### src/rtl/lenet_pkg.sv
// rtl/lenet_pkg.sv - shared constants, state type and score compare for the LeNet argmax head
package lenet_pkg;

  localparam int DW          = 16;
  localparam int COLS        = 4;
  localparam int NUM_CLASSES = 10;
  localparam int ADDR_W      = 8;
  localparam int CLASS_W     = 4;
  localparam int FINAL_LAYER = 5;
  localparam int NUM_WORDS   = (NUM_CLASSES + COLS - 1) / COLS;

  localparam logic [DW-1:0] SCORE_MIN = {1'b1, {(DW-1){1'b0}}};

  typedef enum logic [1:0] {IDLE, ACCUM, DONE} state_e;

  // Candidate a displaces b on a strictly greater score, or an equal score at a lower class.
  function automatic logic beats(input logic [DW-1:0]      a_val,
                                 input logic [CLASS_W-1:0] a_cls,
                                 input logic [DW-1:0]      b_val,
                                 input logic [CLASS_W-1:0] b_cls);
    return ($signed(a_val) > $signed(b_val)) || ((a_val == b_val) && (a_cls < b_cls));
  endfunction

endpackage

### src/rtl/argmax_lane_reduce.sv
// rtl/argmax_lane_reduce.sv - combinational signed argmax across the lanes of one write word
module argmax_lane_reduce
  import lenet_pkg::*;
(
  input  logic [DW*COLS-1:0]      lane_data,
  input  logic [CLASS_W*COLS-1:0] lane_cls,
  input  logic [COLS-1:0]         lane_mask,
  output logic [DW-1:0]           best_val,
  output logic [CLASS_W-1:0]      best_cls
);

  always_comb begin
    logic              hit;
    logic [DW-1:0]     v;
    logic [CLASS_W-1:0] c;
    hit      = 1'b0;
    v        = '0;
    c        = '0;
    best_val = SCORE_MIN;
    best_cls = '0;
    for (int k = 0; k < COLS; k++) begin
      v = lane_data[DW*k +: DW];
      c = lane_cls[CLASS_W*k +: CLASS_W];
      // The first unmasked lane seeds the search so a lone SCORE_MIN lane still reports its class.
      if (lane_mask[k] && (!hit || beats(v, c, best_val, best_cls))) begin
        hit      = 1'b1;
        best_val = v;
        best_cls = c;
      end
    end
  end

endmodule

### src/rtl/lenet_argmax_head.sv
// rtl/lenet_argmax_head.sv - pipelined argmax over the final FC layer write stream
module lenet_argmax_head
  import lenet_pkg::*;
(
  input  logic                 clk,
  input  logic                 rst_n,
  input  logic                 clear,
  input  logic [3:0]           layer_index,
  input  logic                 wr_en,
  input  logic [ADDR_W-1:0]    addr_w,
  input  logic [DW*COLS-1:0]   data_in,
  output logic [CLASS_W-1:0]   predict_index,
  output logic [DW-1:0]        max_score,
  output logic                 predict_valid,
  output logic                 busy,
  output logic                 dup_err,
  output logic                 range_err
);

  localparam int CW2   = ADDR_W + 2;
  localparam int CNT_W = $clog2(NUM_WORDS + 1);

  state_e                  state_q, state_d;
  logic                    layer_final, layer_final_q, do_clear;
  logic                    accept, in_range, dup, write_ok;
  logic [NUM_WORDS-1:0]    word_onehot, bitmap_q;
  logic [COLS-1:0]         lane_mask;
  logic [CLASS_W*COLS-1:0] lane_cls;
  logic [DW-1:0]           word_val;
  logic [CLASS_W-1:0]      word_cls;
  logic                    s1_valid_q;
  logic [DW-1:0]           s1_val_q, best_val_q;
  logic [CLASS_W-1:0]      s1_cls_q, best_cls_q;
  logic [CNT_W-1:0]        count_q;
  logic                    dup_err_q, range_err_q;

  assign layer_final = (layer_index == 4'(FINAL_LAYER));
  // Entering the final layer restarts accumulation so consecutive images need no host clear.
  assign do_clear    = clear | (layer_final & ~layer_final_q);
  assign accept      = wr_en & layer_final & (state_q != DONE);
  assign in_range    = (addr_w < ADDR_W'(NUM_WORDS));
  assign dup         = |(bitmap_q & word_onehot);
  assign write_ok    = accept & in_range & ~dup;

  always_comb begin
    word_onehot = '0;
    for (int w = 0; w < NUM_WORDS; w++)
      if (addr_w == ADDR_W'(w)) word_onehot[w] = 1'b1;
  end

  // Class numbers are formed wide so out-of-range addresses cannot alias into valid classes.
  always_comb begin
    logic [CW2-1:0] cls_wide;
    cls_wide  = '0;
    lane_mask = '0;
    lane_cls  = '0;
    for (int k = 0; k < COLS; k++) begin
      cls_wide = CW2'(addr_w) * CW2'(COLS) + CW2'(k);
      lane_mask[k] = (cls_wide < CW2'(NUM_CLASSES));
      lane_cls[CLASS_W*k +: CLASS_W] = CLASS_W'(cls_wide);
    end
  end

  argmax_lane_reduce u_reduce (
    .lane_data (data_in),
    .lane_cls  (lane_cls),
    .lane_mask (lane_mask),
    .best_val  (word_val),
    .best_cls  (word_cls)
  );

  always_ff @(posedge clk or negedge rst_n) begin
    if (!rst_n) state_q <= IDLE;
    else        state_q <= state_d;
  end

  always_comb begin
    state_d = state_q;
    if (do_clear) begin
      state_d = IDLE;
    end else begin
      case (state_q)
        IDLE:    if (write_ok) state_d = ACCUM;
        ACCUM:   if (s1_valid_q && (count_q == CNT_W'(NUM_WORDS - 1))) state_d = DONE;
        DONE:    state_d = DONE;
        default: state_d = IDLE;
      endcase
    end
  end

  always_ff @(posedge clk or negedge rst_n) begin
    if (!rst_n) begin
      layer_final_q <= 1'b0;
      s1_valid_q    <= 1'b0;
      s1_val_q      <= '0;
      s1_cls_q      <= '0;
      bitmap_q      <= '0;
      best_val_q    <= SCORE_MIN;
      best_cls_q    <= '0;
      count_q       <= '0;
      dup_err_q     <= 1'b0;
      range_err_q   <= 1'b0;
    end else begin
      layer_final_q <= layer_final;
      if (do_clear) begin
        s1_valid_q  <= 1'b0;
        s1_val_q    <= '0;
        s1_cls_q    <= '0;
        bitmap_q    <= '0;
        best_val_q  <= SCORE_MIN;
        best_cls_q  <= '0;
        count_q     <= '0;
        dup_err_q   <= 1'b0;
        range_err_q <= 1'b0;
      end else begin
        s1_valid_q <= write_ok;
        if (write_ok) begin
          s1_val_q <= word_val;
          s1_cls_q <= word_cls;
          bitmap_q <= bitmap_q | word_onehot;
        end
        if (accept && !in_range)       range_err_q <= 1'b1;
        if (accept && in_range && dup) dup_err_q   <= 1'b1;
        if (s1_valid_q) begin
          count_q <= count_q + CNT_W'(1);
          if (beats(s1_val_q, s1_cls_q, best_val_q, best_cls_q)) begin
            best_val_q <= s1_val_q;
            best_cls_q <= s1_cls_q;
          end
        end
      end
    end
  end

  assign predict_valid = (state_q == DONE);
  assign predict_index = predict_valid ? best_cls_q : '0;
  assign max_score     = predict_valid ? best_val_q : '0;
  assign busy          = (state_q == ACCUM) | s1_valid_q;
  assign dup_err       = dup_err_q;
  assign range_err     = range_err_q;

endmodule

### config.mk
export PLATFORM = sky130hd
export DESIGN_NAME = lenet_argmax_head
export DESIGN_NICKNAME = d
export VERILOG_FILES = /design/src/rtl/lenet_pkg.sv /design/src/rtl/argmax_lane_reduce.sv /design/src/rtl/lenet_argmax_head.sv
export SDC_FILE = /design/constraint.sdc
export NUM_CORES = 1
export LEC_CHECK = 0
export ABC_AREA = 1
export CAP_MARGIN = 10
export CORE_ASPECT_RATIO = 0.6
export CORE_MARGIN = 1
export CORE_UTILIZATION = 54
export DETAILED_ROUTE_END_ITERATION = 7
export PLACE_DENSITY = 0.83
export SYNTH_ARGS = -nofsm -noshare
export SYNTH_HDL_FRONTEND = slang
export SYNTH_SLANG_ARGS = --single-unit
### constraint.sdc
create_clock -name clk -period 2.7 [get_ports clk]
set_input_delay 0.54 -clock clk [delete_from_list [all_inputs] [get_ports clk]]
set_output_delay 0.54 -clock clk [all_outputs]
set_load 0.01 [all_outputs]
==> results_dict.tcl, run 1 <==
set metrics [dict create \
    synthCells 798 \
    error "[ERROR GRT-0232] Routing congestion too high. Check the congestion heatmap in the GUI." \
    grt-worst-endpoint "s1_val_q[13]$_DFFE_PN0P_/D" \
    synth_enable_flop_cells 0 \
    syn_avg_cell_area_um2 6.61 \
    fp.dieH_um 78.6 \
    yosysWarnings 0 \
    synth_nets 951 \
    yosys.area.top_type "dfrtp_1" \
    dp_hpwl_mm 13.4 \
    num_rows 27 \
    async_flop_share_pct 100 \
    grt_max_degree 32 \
    ios 104 \
    cts_buffers 5 \
    ys_ff_latch 51 \
    synth_area_mm2 0.00528 \
    ys_seq_area_share_pct 24.2 \
    lastStage "global routing (5_1_grt)" \
    htree_levels 2 \
    synth_top_area_share_pct 23.7 \
    grt_usage_pct 82.4 \
    ys.flop_type "dfrtp_1" \
    die_width_um 130 \
    worst-endpoint-pin-kind "sequential cell input" \
    synth_area_leaders "dfrtp_1 (24%), nand2_1 (21%), ha_1 (17%)" \
    gp_congestion 0.938 \
    initial_core_util_pct 56.6 \
    portBuffers 103 \
    grt.overflow.total 5 \
    placed_cells 1133 \
    ys_types 40 \
    cts_buffer_depth 2 \
    pre_cts_slack_ns -3.79 \
    cts-root-buf "clkbuf_16" \
    status "did not finish" \
    cts.sinks 51 \
]
[layer usage]
layer  track usage (%)  overflow
met4              75.5         2
met1              83.5         0
met2              93.6         3
met5              49.7         0
met3              74.3         0
[Yosys cell counts (all sizes together), types with 2 or more instances]
library cell  instances
nand2               305
inv                 117
ha                   73
nand3                54
dfrtp                50
nor2                 40
nand3b               29
a21oi                24
nand4                24
o21ai                18
buf                  17
and2                 13
clkbuf               10
clkinv                4
nor3                  4
or2                   3
a211oi                2
a21o                  2
o21a                  2
[kinds of logic after synthesis]
kind of cell             count (synthesis)  synth area share, %
AND/OR/NAND/NOR                        473                 41.4
AO/OA/AOI/OAI                           53                 5.62
flip-flops                              51                 24.2
buffers and inverters                  148                 11.5
adder cells (fa/ha/maj)                 73                 17.3
[per-stage QoR]
| step | hold WS [ns] | cell area (um2) |
|---|---|---|
| 2_1_floorplan | 0.244 | 5480 |
| 3_3_place_gp | 0.464 | 7520 |
| 3_5_place_dp | 0.477 | 7520 |
| 4_1_cts | 0.210 | 8380 |
[what timing repair did]
action | 4_1_cts
pin swaps | 38
setup buffers | 16
endpoints found under the setup margin | 39
hold buffers | 0
gates resized for setup | 134
gates cloned | 6
==> inputs of run 2 (changes only) <==
- CORE_ASPECT_RATIO: 0.6 -> not set
- CORE_UTILIZATION: 54 -> 40
- PLACE_DENSITY: 0.83 -> not set
- PLACE_DENSITY_LB_ADDON: not set -> 0.15
==> results_dict.tcl, run 2 <==
set metrics [dict create \
    status "complete, but fails checks" \
    violations "negative setup slack" \
    coreArea_mm2 0.0127 \
    synth_enable_flop_cells 0 \
    finalCritPeriodShare_pct 210 \
    max_stage_delay_ns 0.36 \
    grt_pass1_wl_mm 28.9 \
    reg.largest.list "best_val_q: 16 flops, s1_val_q: 16 flops" \
    crit_type "input pin to register" \
    layout_min_cycle_time_ns 5.66 \
    setup_viol 18 \
    grt_pass1_vias 6347 \
    path_clk_slew_ns 0.06 \
    synthCells 798 \
    die_width_um 117 \
    yosysWarnings 0 \
    power.density_mw_per_mm2 248 \
    ys_types 40 \
    mostFrequentLayoutCells "nand2_1 (250), buf_4 (185), inv_1 (109)" \
    cts.sinks 51 \
    path_max_fanout 8 \
    cap_violations 0 \
    pre_cts_slack_ns -3.70 \
    routed-via-count 6191 \
    holdWs_ns 0.286 \
    setup_ws_ns -2.96 \
    cts_buffer_depth 2 \
    dp_hpwl_mm 12.7 \
    required_ns 2.88 \
    leakage_nw 4.71 \
    synth_area_mm2 0.00528 \
    synth_area_leaders "dfrtp_1 (24%), nand2_1 (21%), ha_1 (17%)" \
    finalMaxSlewViolations 0 \
    grt_max_degree 28 \
    tightest_slew_ns 0.686 \
    syn2layout_area_growth_pct 72.1 \
    critPathLaunchType "input pin" \
    synth_top_area_share_pct 23.7 \
    fp.dieH_um 117 \
    htree_levels 2 \
    globalRouteMet2Util_pct 52.5 \
    cts_tree "yes" \
    avgRoutedWirePerCell_um 14.0 \
    cts-root-buf "clkbuf_16" \
    ys_seq_area_share_pct 24.2 \
    final_common_cell "nand2_1" \
    grtUsageMet3_pct 2.73 \
    cp-end-kind "register" \
    grt.overflow.total 0 \
    portBuffers 103 \
    gp_congestion 0.905 \
    drtAntennaViolNets 0 \
    cts_buffers 5 \
    synth_nets 951 \
    fmax_mhz 177 \
    diodes 0 \
    synth.most_common_cell "nand2_1" \
    drt-initial-drc-count 239 \
    grt_usage_pct 27.1 \
    drc_errors 0 \
    grt.met1_usage_pct 29.5 \
    design_area_mm2 0.00908 \
    ir_worst_vdd_mv 0.216 \
    nNetsFinal 1243 \
    ctsHoldBuffers 0 \
    rsz0062_at_grt "yes" \
    wl_mm 17.7 \
    final_hold_viol_count 0 \
    antenna_found_initial 0 \
    skew_ns 0.00640 \
    hold_path_class "input pin to asynchronous set/reset pin" \
    ys_ff_latch 51 \
    grt.busiest_layer "met2" \
    final_layout_size_suffix_gt1_share_pct 35.6 \
    ios 104 \
    slowest_stage "or3_4" \
    avgViaCountPerCell 4.90 \
    async_flop_share_pct 100 \
    tns_ns -52.43 \
    yosys.area.top_type "dfrtp_1" \
    clock_latency_ns 0.29 \
    critPathArrivalTime_ns 5.84 \
    syn_avg_cell_area_um2 6.61 \
    dr.pass1.iters 6 \
    place_area_mm2 0.00762 \
    initial_core_util_pct 41.5 \
    num_rows 41 \
    r2r_cells 11 \
    synthTopCellsByCount "nand2_1 (301), inv_1 (114), ha_1 (73), dfrtp_1 (50), nand3_1 (43)" \
    crit_path_frequent_cell "nand2_1" \
    relSlewSlack_pct 54.2 \
    ys.flop_type "dfrtp_1" \
    die-area_mm2 0.0137 \
]
[run 2: cell families (layout without fill, tap and decap cells)]
kind of cell	Yosys count	after routing	share of synthesized area (%)
AO/OA/AOI/OAI	53	53	5.62
adder cells (fa/ha/maj)	73	73	17.3
buffers and inverters	148	441	11.5
flip-flops	51	51	24.2
AND/OR/NAND/NOR	473	473	41.4
[run 2: stage by stage]
| stage | util [%] | power [mW] | cells |
|---|---|---|---|
| finish | 71.4 | 2.25 | 1263 |
| CTS | 70.0 | 2.24 | 1257 |
| global route | 71.4 | 2.39 | 1263 |
| global placement | 59.9 | 1.48 | 1179 |
| floorplan | - | 1.16 | 798 |
| detailed placement | 59.9 | 1.51 | 1179 |
[run 2: cell type report]
| class | count | area, um2 |
|---|---|---|
| repair buffers | 311 | 2810 |
| clock buffers | 8 | 156 |
| multi-input cells | 599 | 4140 |
| flip-flops and latches | 51 | 1280 |
| fillers | 1026 | 3640 |
| repair inverters | 1 | 8.76 |
| inverters | 121 | 470 |
| well taps | 172 | 215 |
[run 2: timing repair]
item | in CTS | in global routing
resized for setup | 159 | 36
setup buffers | 63 | 6
pin swaps | 50 | 30
cloned | 7 | 0
setup endpoints to repair | 39 | 38
[run 2: per-layer routing]
layer / vias up / part of all wire [%]
li1: 3114 / -
met1: 2859 / 39
met2: 164 / 53
met3: 54 / 3.5
met4: 0 / 4.6
met5: - / 0
[run 2: path summary, 6_finish.rpt]
path | from | end | slack, ns
setup / recovery | addr_w[7] | s1_val_q[15] | -2.96
hold / removal | rst_n | state_q[1] | 0.29
setup reg to reg | best_val_q[15] | best_val_q[9] | 0.29
hold reg to reg | range_err | range_err | 0.49
max in group asynchronous | rst_n | best_val_q[12] | 1.84
min in group clk | range_err | range_err | 0.49
[run 2: critical path: cells and delay by family]
kind | cells | cell delay [ns]
simple gates | 30 | 2.93
buf+inv | 11 | 1.22
compound gates | 3 | 0.44
fa+ha+maj | 3 | 0.71
[run 2: power breakdown]
group          total [mW]  internal [mW]  switching [mW]  leakage, nW
Sequential          0.802          0.786          0.0162        0.707
Clock               0.656          0.395           0.261       0.0772
Combinational       0.790          0.381           0.409         3.93
Total                2.25           1.56           0.686         4.71
(Power assumes the default switching activity.)
